==> config.mk <==
export PLATFORM = sky130hd
export DESIGN_NAME = elink_tx_arbiter
export DESIGN_NICKNAME = d
export VERILOG_FILES = /design/src/rtl/elink_pkg.sv /design/src/rtl/rr_pick3.sv /design/src/rtl/elink_tx_arbiter.sv
export SDC_FILE = /design/constraint.sdc
export NUM_CORES = 1
export LEC_CHECK = 0
export ABC_AREA = 1
export CAP_MARGIN = 30
export CORE_MARGIN = 2
export CORE_UTILIZATION = 59
export CTS_BUF_LIST = sky130_fd_sc_hd__clkbuf_4
export CTS_CLUSTER_SIZE = 10
export DETAILED_ROUTE_END_ITERATION = 6
export DONT_BUFFER_PORTS = 1
export GPL_ROUTABILITY_DRIVEN = 0
export PLACE_DENSITY = 0.78
export RECOVER_POWER = 50
export SYNTH_ARGS = -nofsm -noshare
export SYNTH_HDL_FRONTEND = slang
export SYNTH_SLANG_ARGS = --single-unit
==> constraint.sdc <==
create_clock -name clk -period 1.9 [get_ports clk]
set_clock_uncertainty 0.1 [all_clocks]
set_input_delay 0.285 -clock clk [delete_from_list [all_inputs] [get_ports clk]]
set_output_delay 0.285 -clock clk [all_outputs]
set_load 0.1 [all_outputs]
==> src/rtl/elink_pkg.sv <==
// Shared types and constants for the elink transmit arbiter.
// The idle word is a K28.5 comma with the two control bits set.
package elink_pkg;

    localparam int ELINK_WORD_W = 10;
    localparam logic [7:0] COMMA_K28_5 = 8'hBC;
    localparam logic [ELINK_WORD_W-1:0] ELINK_RESET_WORD = 10'h3BC;

    typedef enum logic [1:0] {
        ST_IDLE,
        ST_SEND,
        ST_GAP
    } tx_state_e;

    function automatic logic [1:0] onehot3_to_idx(input logic [2:0] oh);
        case (oh)
            3'b010:  return 2'd1;
            3'b100:  return 2'd2;
            default: return 2'd0;
        endcase
    endfunction

endpackage

==> src/rtl/rr_pick3.sv <==
// Combinational 3-way round-robin picker: scans from ptr+1 (mod 3) and
// returns the first requester as a one-hot grant.
module rr_pick3 (
    input  logic [2:0] req,
    input  logic [1:0] ptr,
    output logic [2:0] grant,
    output logic       found
);

    always_comb begin
        grant = 3'b000;
        found = |req;
        case (ptr)
            2'd0: begin
                if (req[1])      grant = 3'b010;
                else if (req[2]) grant = 3'b100;
                else if (req[0]) grant = 3'b001;
            end
            2'd1: begin
                if (req[2])      grant = 3'b100;
                else if (req[0]) grant = 3'b001;
                else if (req[1]) grant = 3'b010;
            end
            default: begin
                if (req[0])      grant = 3'b001;
                else if (req[1]) grant = 3'b010;
                else if (req[2]) grant = 3'b100;
            end
        endcase
    end

endmodule

==> src/rtl/elink_tx_arbiter.sv <==
// Frame-level round-robin arbiter for three 10-bit elink sources; holds a
// grant for a whole frame and pads with comma words between frames.
module elink_tx_arbiter
    import elink_pkg::*;
#(
    parameter int GAP_WORDS       = 1,
    parameter int MAX_FRAME_WORDS = 64,
    parameter int CNT_W           = 10
) (
    input  logic        clk,
    input  logic        rst,
    input  logic        word_ce,
    input  logic [7:0]  kchar_comma,
    input  logic [2:0]  tx_valid,
    input  logic [2:0]  tx_last,
    input  logic [9:0]  tx_data0,
    input  logic [9:0]  tx_data1,
    input  logic [9:0]  tx_data2,
    output logic [2:0]  tx_ready,
    output logic        buffer_en0,
    output logic        buffer_en1,
    output logic        buffer_en2,
    output logic [9:0]  data_tra_out,
    output logic        frame_abort,
    output logic        busy
);

    localparam int GAP_W = 4;

    tx_state_e         state_q, state_d;
    logic [2:0]        grant_q, grant_d;
    logic [1:0]        ptr_q, ptr_d;
    logic [CNT_W-1:0]  word_cnt_q, word_cnt_d, word_cnt_inc;
    logic [GAP_W-1:0]  gap_cnt_q, gap_cnt_d, gap_cnt_inc;
    logic [9:0]        data_q, data_d;
    logic              abort_q, abort_d;

    logic [2:0]        pick_grant;
    logic              pick_found;
    logic [2:0]        sel_oh;
    logic              sel_valid, sel_last;
    logic [9:0]        sel_word, comma_word;
    logic [2:0]        ready_d;

    rr_pick3 u_pick (
        .req   (tx_valid),
        .ptr   (ptr_q),
        .grant (pick_grant),
        .found (pick_found)
    );

    // In IDLE the candidate is the fresh pick; otherwise it is the held grant.
    assign sel_oh       = (state_q == ST_IDLE) ? pick_grant : grant_q;
    assign sel_valid    = |(tx_valid & sel_oh);
    assign sel_last     = |(tx_last & sel_oh);
    assign sel_word     = ({10{sel_oh[0]}} & tx_data0)
                        | ({10{sel_oh[1]}} & tx_data1)
                        | ({10{sel_oh[2]}} & tx_data2);
    assign comma_word   = {2'b11, kchar_comma};
    assign word_cnt_inc = word_cnt_q + CNT_W'(1);
    assign gap_cnt_inc  = gap_cnt_q + GAP_W'(1);

    always_comb begin
        // NOTE: every signal gets a default before the case so no path leaves it unassigned (no latches).
        state_d    = state_q;
        grant_d    = grant_q;
        ptr_d      = ptr_q;
        word_cnt_d = word_cnt_q;
        gap_cnt_d  = gap_cnt_q;
        data_d     = data_q;
        abort_d    = 1'b0;
        ready_d    = 3'b000;

        if (word_ce) begin
            case (state_q)
                ST_IDLE: begin
                    if (pick_found) begin
                        ready_d    = pick_grant;
                        grant_d    = pick_grant;
                        ptr_d      = onehot3_to_idx(pick_grant);
                        word_cnt_d = CNT_W'(1);
                        gap_cnt_d  = '0;
                        data_d     = sel_word;
                        state_d    = sel_last ? ST_GAP : ST_SEND;
                    end else begin
                        grant_d = 3'b000;
                        data_d  = comma_word;
                    end
                end
                ST_SEND: begin
                    ready_d = grant_q;
                    if (sel_valid) begin
                        data_d     = sel_word;
                        word_cnt_d = word_cnt_inc;
                        gap_cnt_d  = '0;
                        if (sel_last) begin
                            state_d = ST_GAP;
                        end else if (word_cnt_inc == CNT_W'(MAX_FRAME_WORDS)) begin
                            abort_d = 1'b1;
                            state_d = ST_GAP;
                        end
                    end else begin
                        // Underrun: pad with comma, keep grant and count.
                        data_d = comma_word;
                    end
                end
                ST_GAP: begin
                    grant_d   = 3'b000;
                    data_d    = comma_word;
                    gap_cnt_d = gap_cnt_inc;
                    if (gap_cnt_inc == GAP_W'(GAP_WORDS)) begin
                        state_d = ST_IDLE;
                    end
                end
                default: state_d = ST_IDLE;
            endcase
        end
    end

    always_ff @(posedge clk) begin
        // NOTE: sequential state uses non-blocking assignments so all registers update together.
        if (rst) begin
            state_q    <= ST_IDLE;
            grant_q    <= 3'b000;
            ptr_q      <= 2'd2;
            word_cnt_q <= '0;
            gap_cnt_q  <= '0;
            data_q     <= ELINK_RESET_WORD;
            abort_q    <= 1'b0;
        end else begin
            state_q    <= state_d;
            grant_q    <= grant_d;
            ptr_q      <= ptr_d;
            word_cnt_q <= word_cnt_d;
            gap_cnt_q  <= gap_cnt_d;
            data_q     <= data_d;
            abort_q    <= abort_d;
        end
    end

    assign tx_ready     = ready_d;
    assign buffer_en0   = grant_q[0];
    assign buffer_en1   = grant_q[1];
    assign buffer_en2   = grant_q[2];
    assign data_tra_out = data_q;
    assign frame_abort  = abort_q;
    assign busy         = (state_q != ST_IDLE);

endmodule

Word level (Yosys, flattened, before mapping)
Cells that the tools add are included.
W data, S select, Z words.
{ "op_classes": {"multipliers": 0, "div_mod_pow": 0, "n_addsub": 2, "eq_ne": 11, "mux": 33, "n_shift": 0, "n_lt_le_gt_ge": 0, "n_reduce_logical": 16, "bitwise_logic": 10} }
{ "op_table": {"columns": ["operator", "count"], "rows": [
  ["$mux W10", 4],
  ["$and A10 B10 Y10", 3],
  ["$mux W3", 10],
  ["$pmux W10 S3", 1],
  ["$or A10 B10 Y10", 2],
  ["$pmux W10 S2", 1],
  ["$pmux W3 S2", 3],
  ["$mux W2", 7],
  ["$pmux W4 S3", 1],
  ["$add A10 B1 Y10 const B", 1],
  ["$eq A10 B7 Y1 const B", 1],
  ["$reduce_or A3 Y1", 3],
  ["$mux W4", 2],
  ["$reduce_and A4 Y1", 2],
  ["$reduce_or A7 Y1", 1],
  ["$and A3 B3 Y3", 2],
  ["$ne A2 B2 Y1 const B", 3],
  ["$pmux W2 S3", 1],
  ["$reduce_bool A2 Y1", 3],
  ["$reduce_and A5 Y1", 1],
  ["$add A4 B1 Y4 const B", 1],
  ["$eq A2 B1 Y1 const B", 2],
  ["$eq A4 B1 Y1 const B", 1],
  ["$logic_not A2 Y1", 2],
  ["other kinds (10)", 14]
]} }
{ "word_totals": {"latchBits": 0, "out_inout_bits": 18, "n_memories": 0, "regBits": 32, "mem_bits_rw": 0, "mem_bits_ro": 0, "wordCells": 79} }

Logic depth before layout (Yosys ltp)
{ "depth": {"ltp_word": 10, "depth_mapped": 15, "depth_no_buf": 14} }

Hierarchy
A second synthesis with hierarchy kept.
{ "unflattened": {"cells_unflattened": 373, "hier_area_um2": 2292.2} }
{ "modules_own_cells": {"columns": ["mod", "instances", "cells_each", "area_per_inst_um2", "seq_area_each_um2"], "rows": [
  ["elink_tx_arbiter", 1, 354, 2214.6, 640.6],
  ["rr_pick3", 1, 19, 77.6, 0.0]
]} }

Least setup slack after synthesis
No wires, ideal clock.
{ "synth_path": {"path_kind": "reg-to-output", "from": "register grant_q[1]", "to": "output port tx_ready[1]", "arrival_ns": 3.228, "setup_slack_ns": -1.713, "stages_incl_launch_ff": 3, "cell_sequence": "dfxtp_1 -> inv_1 -> o21ai_0"} }
{ "synth_between": {"elab_chain_len": 2} }
{ "synth_rtl": {"columns": ["element", "line_no", "rtl"], "rows": [
  ["start, declared", "elink_tx_arbiter.sv:31", "logic [2:0] grant_q, grant_d;"],
  ["start signal, assigned", "elink_tx_arbiter.sv:132", "grant_q <= grant_d;"],
  ["$pmux W3 S2", "elink_tx_arbiter.sv:75", "case (state_q)"],
  ["$mux W3", "elink_tx_arbiter.sv:74", "if (word_ce) begin"],
  ["end, declared", "elink_tx_arbiter.sv:19", "output logic [2:0] tx_ready,"]
]} }
No other way between the ends.

Worst setup path after layout
{ "layout_path": {"from": "register state_q[1]", "to": "register state_q[0]"} }
{ "layout_between": {"elab_chain_len": 7, "word_cells_on_any_way": 18, "cone_classes": "6 x eq/ne; 6 x mux; 2 x bitwise; 4 x reduce/logical"} }
{ "layout_rtl": {"columns": ["element", "line_no", "rtl"], "rows": [
  ["start, declared", "elink_tx_arbiter.sv:30", "tx_state_e state_q, state_d;"],
  ["start signal, assigned", "elink_tx_arbiter.sv:131", "state_q <= state_d;"],
  ["$logic_not A2 Y1", "elink_tx_arbiter.sv:53, elink_tx_arbiter.sv:75", null],
  ["$mux W3", "elink_tx_arbiter.sv:53", "assign sel_oh = (state_q == ST_IDLE) ? pick_grant : grant_q;"],
  ["$and A3 B3 Y3", "elink_tx_arbiter.sv:55", "assign sel_last = |(tx_last & sel_oh);"],
  ["$reduce_or A3 Y1", "elink_tx_arbiter.sv:55", null],
  ["$mux W2 (on tied branches)", "elink_tx_arbiter.sv:96, elink_tx_arbiter.sv:84", null],
  ["$mux W2 (on tied branches)", "elink_tx_arbiter.sv:92, elink_tx_arbiter.sv:77", null],
  ["$pmux W2 S3", "elink_tx_arbiter.sv:75", null]
]} }
Parallel ways exist; a longest one is shown, timed or not. The select of a mux whose other input is x is not followed.
A chain may end at the register's enable or synchronous reset.

==> impl_metrics.yaml <==
floorplanning:
  dieArea_um2: 4230
  rows: 22
  boundaryPins: 65
  die_w_um: 65.0
  core_area_um2: 3630
  initial_core_util_pct: 60.5
  die_h_um: 65.0
status:
  status: "complete, but fails checks"
  violations: "hold timing, setup timing"
cells_and_area:
  final_util_pct: 77.0
  layout-drive-gt1-share_pct: 27.2
  syn_to_final_growth_pct: 27.3
  design_area_um2: 2800
  nNetsFinal: 458
  insertedDiodeCount: 0
hold_path:
  hp-class: "in2reg"
  holdPathStages: 1
  min_from: "rst"
  hold_end: "word_cnt_q[2]$_SDFFE_PP0P_"
timing:
  rsz0062_at_grt: "true"
  drv_slew: 0
  worstMarginPinSlew_ns: 0.569
  period_share_pct: 104
  final.setup.worst_slack_ns: -0.0723
  finalHoldViolCount: 21
  period_needed_ns: 1.97
  holdWs_ns: -0.112
  fmax_mhz: 507
  slew_headroom_pct: 62.0
  finalSetupTns_ns: -0.785
  setup_viol: 23
yosys:
  syn_inst: 362
  synth_seq_cells: 32
  yosys.area.top_type_share_pct: 29.2
  synthesis.nets: 416
  syn_avg_cell_area_um2: 6.07
  yosys_warnings: 0
  synth.distinct_cells: 30
  yosysTopAreaCell: "dfxtp_1"
  synth_area_leaders: "dfxtp_1 (29%), nand2_1 (21%), nand3_1 (9.1%), a21oi_1 (6.2%), inv_1 (5.6%)"
  synth_area_um2: 2200
  synth-seq-area-share_pct: 29.2
clocking:
  clock_latency_ns: 0.35
  cts-hold-fix-buffers: 2
  htree_levels: 2
  cts_tree: "built"
  clockBufferDepth: 2
  clock_sinks: 32
  cts.clk_slew.worst_paths_ns: 0.11
  cts_inserted_buffers: 5
  cts-root-buf: "clkbuf_4"
place:
  place_area_um2: 2570
  port_buffers: 0
  dpl.hpwl_mm: 4.37
critical_path:
  cp-start-kind: "flip-flop"
  crit_required_ns: 2.05
  crit_path_cell_trace: "inv_4 > ha_4 > clkinvlp_4 > nand2_2 > nand2_2 > buf_4 > nand2_2 > nand4_1 > nor2_1 > nor2_2 > nor2_1 > nor2_1"
  slowest_stage: "dfxtp_2"
  cp_max_fo: 11
  worstReg2RegStart: "state_q[1]$_SDFFE_PP0P_"
  slowest_delay_ns: 0.36
  path_depth: 12
  endpoint_kind: "flip-flop"
  r2r_end: "state_q[0]$_SDFFE_PP0P_"
  path_delay_family: "simple AND/OR/NAND/NOR gates"
  crit_buf_inv: 3
  critPathKind: "reg2reg"
  reg2reg_depth: 12
  worstPathArrival_ns: 2.12
  r2r_slack_ns: -0.07
power:
  p_comb_share_pct: 67.7
  p_leak_nw: 1.26
  seqPwrFrac_pct: 21.7
  p_clk_share_pct: 10.5
  peakVddDrop_uv: 1060
  switchingPower_mw: 2.13
  p_int_mw: 1.83
  power.density_nw_per_um2: 1420
  swShare_pct: 53.8
grt:
  first_global_vias: 2385
  grt_pass1_wl_mm: 10.2
  overflow: 0
  antenna_found_initial: 0
  grt_start_max_net_pins: 26
  grt_usage_pct: 30.4
detailed_routing:
  drt-initial-drc-count: 241
  drtPass1Iterations: 5
  wire_per_inst_um: 14.3
  vias_per_cell: 5.71
  routed_wl_mm: 6.48
  vias: 2588
  drc: 0
  drt.antenna.violating_nets: 0
job:
  max-cap-violations: 0
==> cells by family (layout without fill, tap and decap cells) <==
logic type / count (synthesis) / in the layout / synth area share, %
adders and majority gates: 7 / 7 / 3.99
xor gates and xnor gates: 3 / 3 / 1.20
DFF: 32 / 32 / 29.2
AOI/OAI and AO/OA: 50 / 50 / 12.5
and+or+nand+nor: 226 / 227 / 45.2
buffers and inverters: 44 / 86 / 7.97
==> cells in the final DEF, fill, tap and decap left out, types with 6 or more instances in the layout <==
master	count
dfxtp_2	8
nand2_1	114
a21oi_1	24
o21ai_1	8
nor2_1	25
nand2_2	17
dfxtp_1	24
nand3_2	6
nand4_1	13
nand3_1	35
clkbuf_4	7
buf_4	27
inv_1	28
clkbuf_2	10
==> how the worst max path moves through the flow <==
stage | end | startpoint | slack (ns)
6_report | state_q[0]$_SDFFE_PP0P_ | state_q[1]$_SDFFE_PP0P_ | -0.07
5_1_grt | word_cnt_q[2]$_SDFFE_PP0P_ | state_q[1]$_SDFFE_PP0P_ | -0.16
4_1_cts | tx_ready[0] | state_q[1]$_SDFFE_PP0P_ | 0.0006
3_5_place_dp | word_cnt_q[2]$_SDFFE_PP0P_ | state_q[1]$_SDFFE_PP0P_ | -0.008
3_3_place_gp | data_tra_out[4]$_SDFFE_PP1P_ | state_q[1]$_SDFFE_PP0P_ | 0.06
2_1_floorplan | word_cnt_q[2]$_SDFFE_PP0P_ | state_q[0]$_SDFFE_PP0P_ | -0.37
==> Yosys cell counts <==
library cell / number
o21bai_1: 3
nand2_1: 125
and2_1: 1
a21oi_2: 1
buf_6: 1
nor2_1: 29
o211ai_1: 1
inv_2: 1
o31ai_1: 1
inv_1: 33
clkbuf_1: 7
nand2_2: 6
nor3_1: 2
xor2_1: 2
clkbuf_2: 1
or2_2: 2
nor2_2: 3
nand3_2: 1
nand3_1: 40
a21boi_2: 1
nand3b_1: 2
buf_2: 1
a21oi_1: 27
nor2_4: 2
a21boi_0: 1
xnor2_1: 1
o21ai_0: 15
nand4_1: 13
dfxtp_1: 32
ha_1: 7
==> per-stage QoR <==
step	power (mW)	setup slack [ns]	cells
after floorplan	2.75	-0.366	362
after global placement	3.24	0.0562	434
after detailed placement	3.28	-0.00773	434
after CTS	3.78	0.000585	448
after global routing	4.22	-0.162	453
final	3.96	-0.0723	453
==> routing by layer <==
| metal | track usage, % | vias up | wire length, um |
|---|---|---|---|
| met5 | 0 | - | 0 |
| met1 | 37.1 | 1164 | 2640 |
| met3 | 7.64 | 18 | 502 |
| li1 | - | 1265 | - |
| met4 | 13.0 | 0 | 175 |
| met2 | 50.5 | 141 | 3160 |
==> cell type report <==
| class | instances | area [um2] |
|---|---|---|
| multi-input combinational | 287 | 1540 |
| clock buffer | 7 | 52.6 |
| clock inverter | 1 | 3.75 |
| sequential | 32 | 651 |
| fill | 289 | 836 |
| inverter | 34 | 134 |
| tap | 48 | 60.1 |
| timing repair buffer | 44 | 355 |
==> power by group through the flow <==
stage	registers [mW]	logic (mW)	clock network, mW
finish	0.861	2.68	0.417
global route	0.872	2.90	0.448
CTS	0.851	2.52	0.415
detailed placement	0.870	2.41	0
global placement	0.865	2.37	0
floorplan	1.33	1.42	0
==> state kept, by name (all words and copies together) (netlist names) <==
name and count:
word_cnt_q 10, data_tra_out 10, ptr_q 2, state_q 2
frame_abort 1, grant_q 3, gap_cnt_q 4
==> worst reg2reg max path, cell delays in order, from the launching register on <==
cell and delay (ns):
dfxtp_2 0.36, inv_4 0.07, ha_4 0.17, clkinvlp_4 0.16, nand2_2 0.10, nand2_2 0.06
buf_4 0.17, nand2_2 0.10, nand4_1 0.13, nor2_1 0.15, nor2_2 0.07, nor2_1 0.16
nor2_1 0.07
==> what timing repair did <==
item	CTS	global route
gates resized for setup	11	30
buffers inserted	4	4
endpoints found under the setup margin	11	30
pin swaps	2	21
gates cloned	0	1
hold endpoints to repair	25	23
Power figures use the tool's default switching activity.
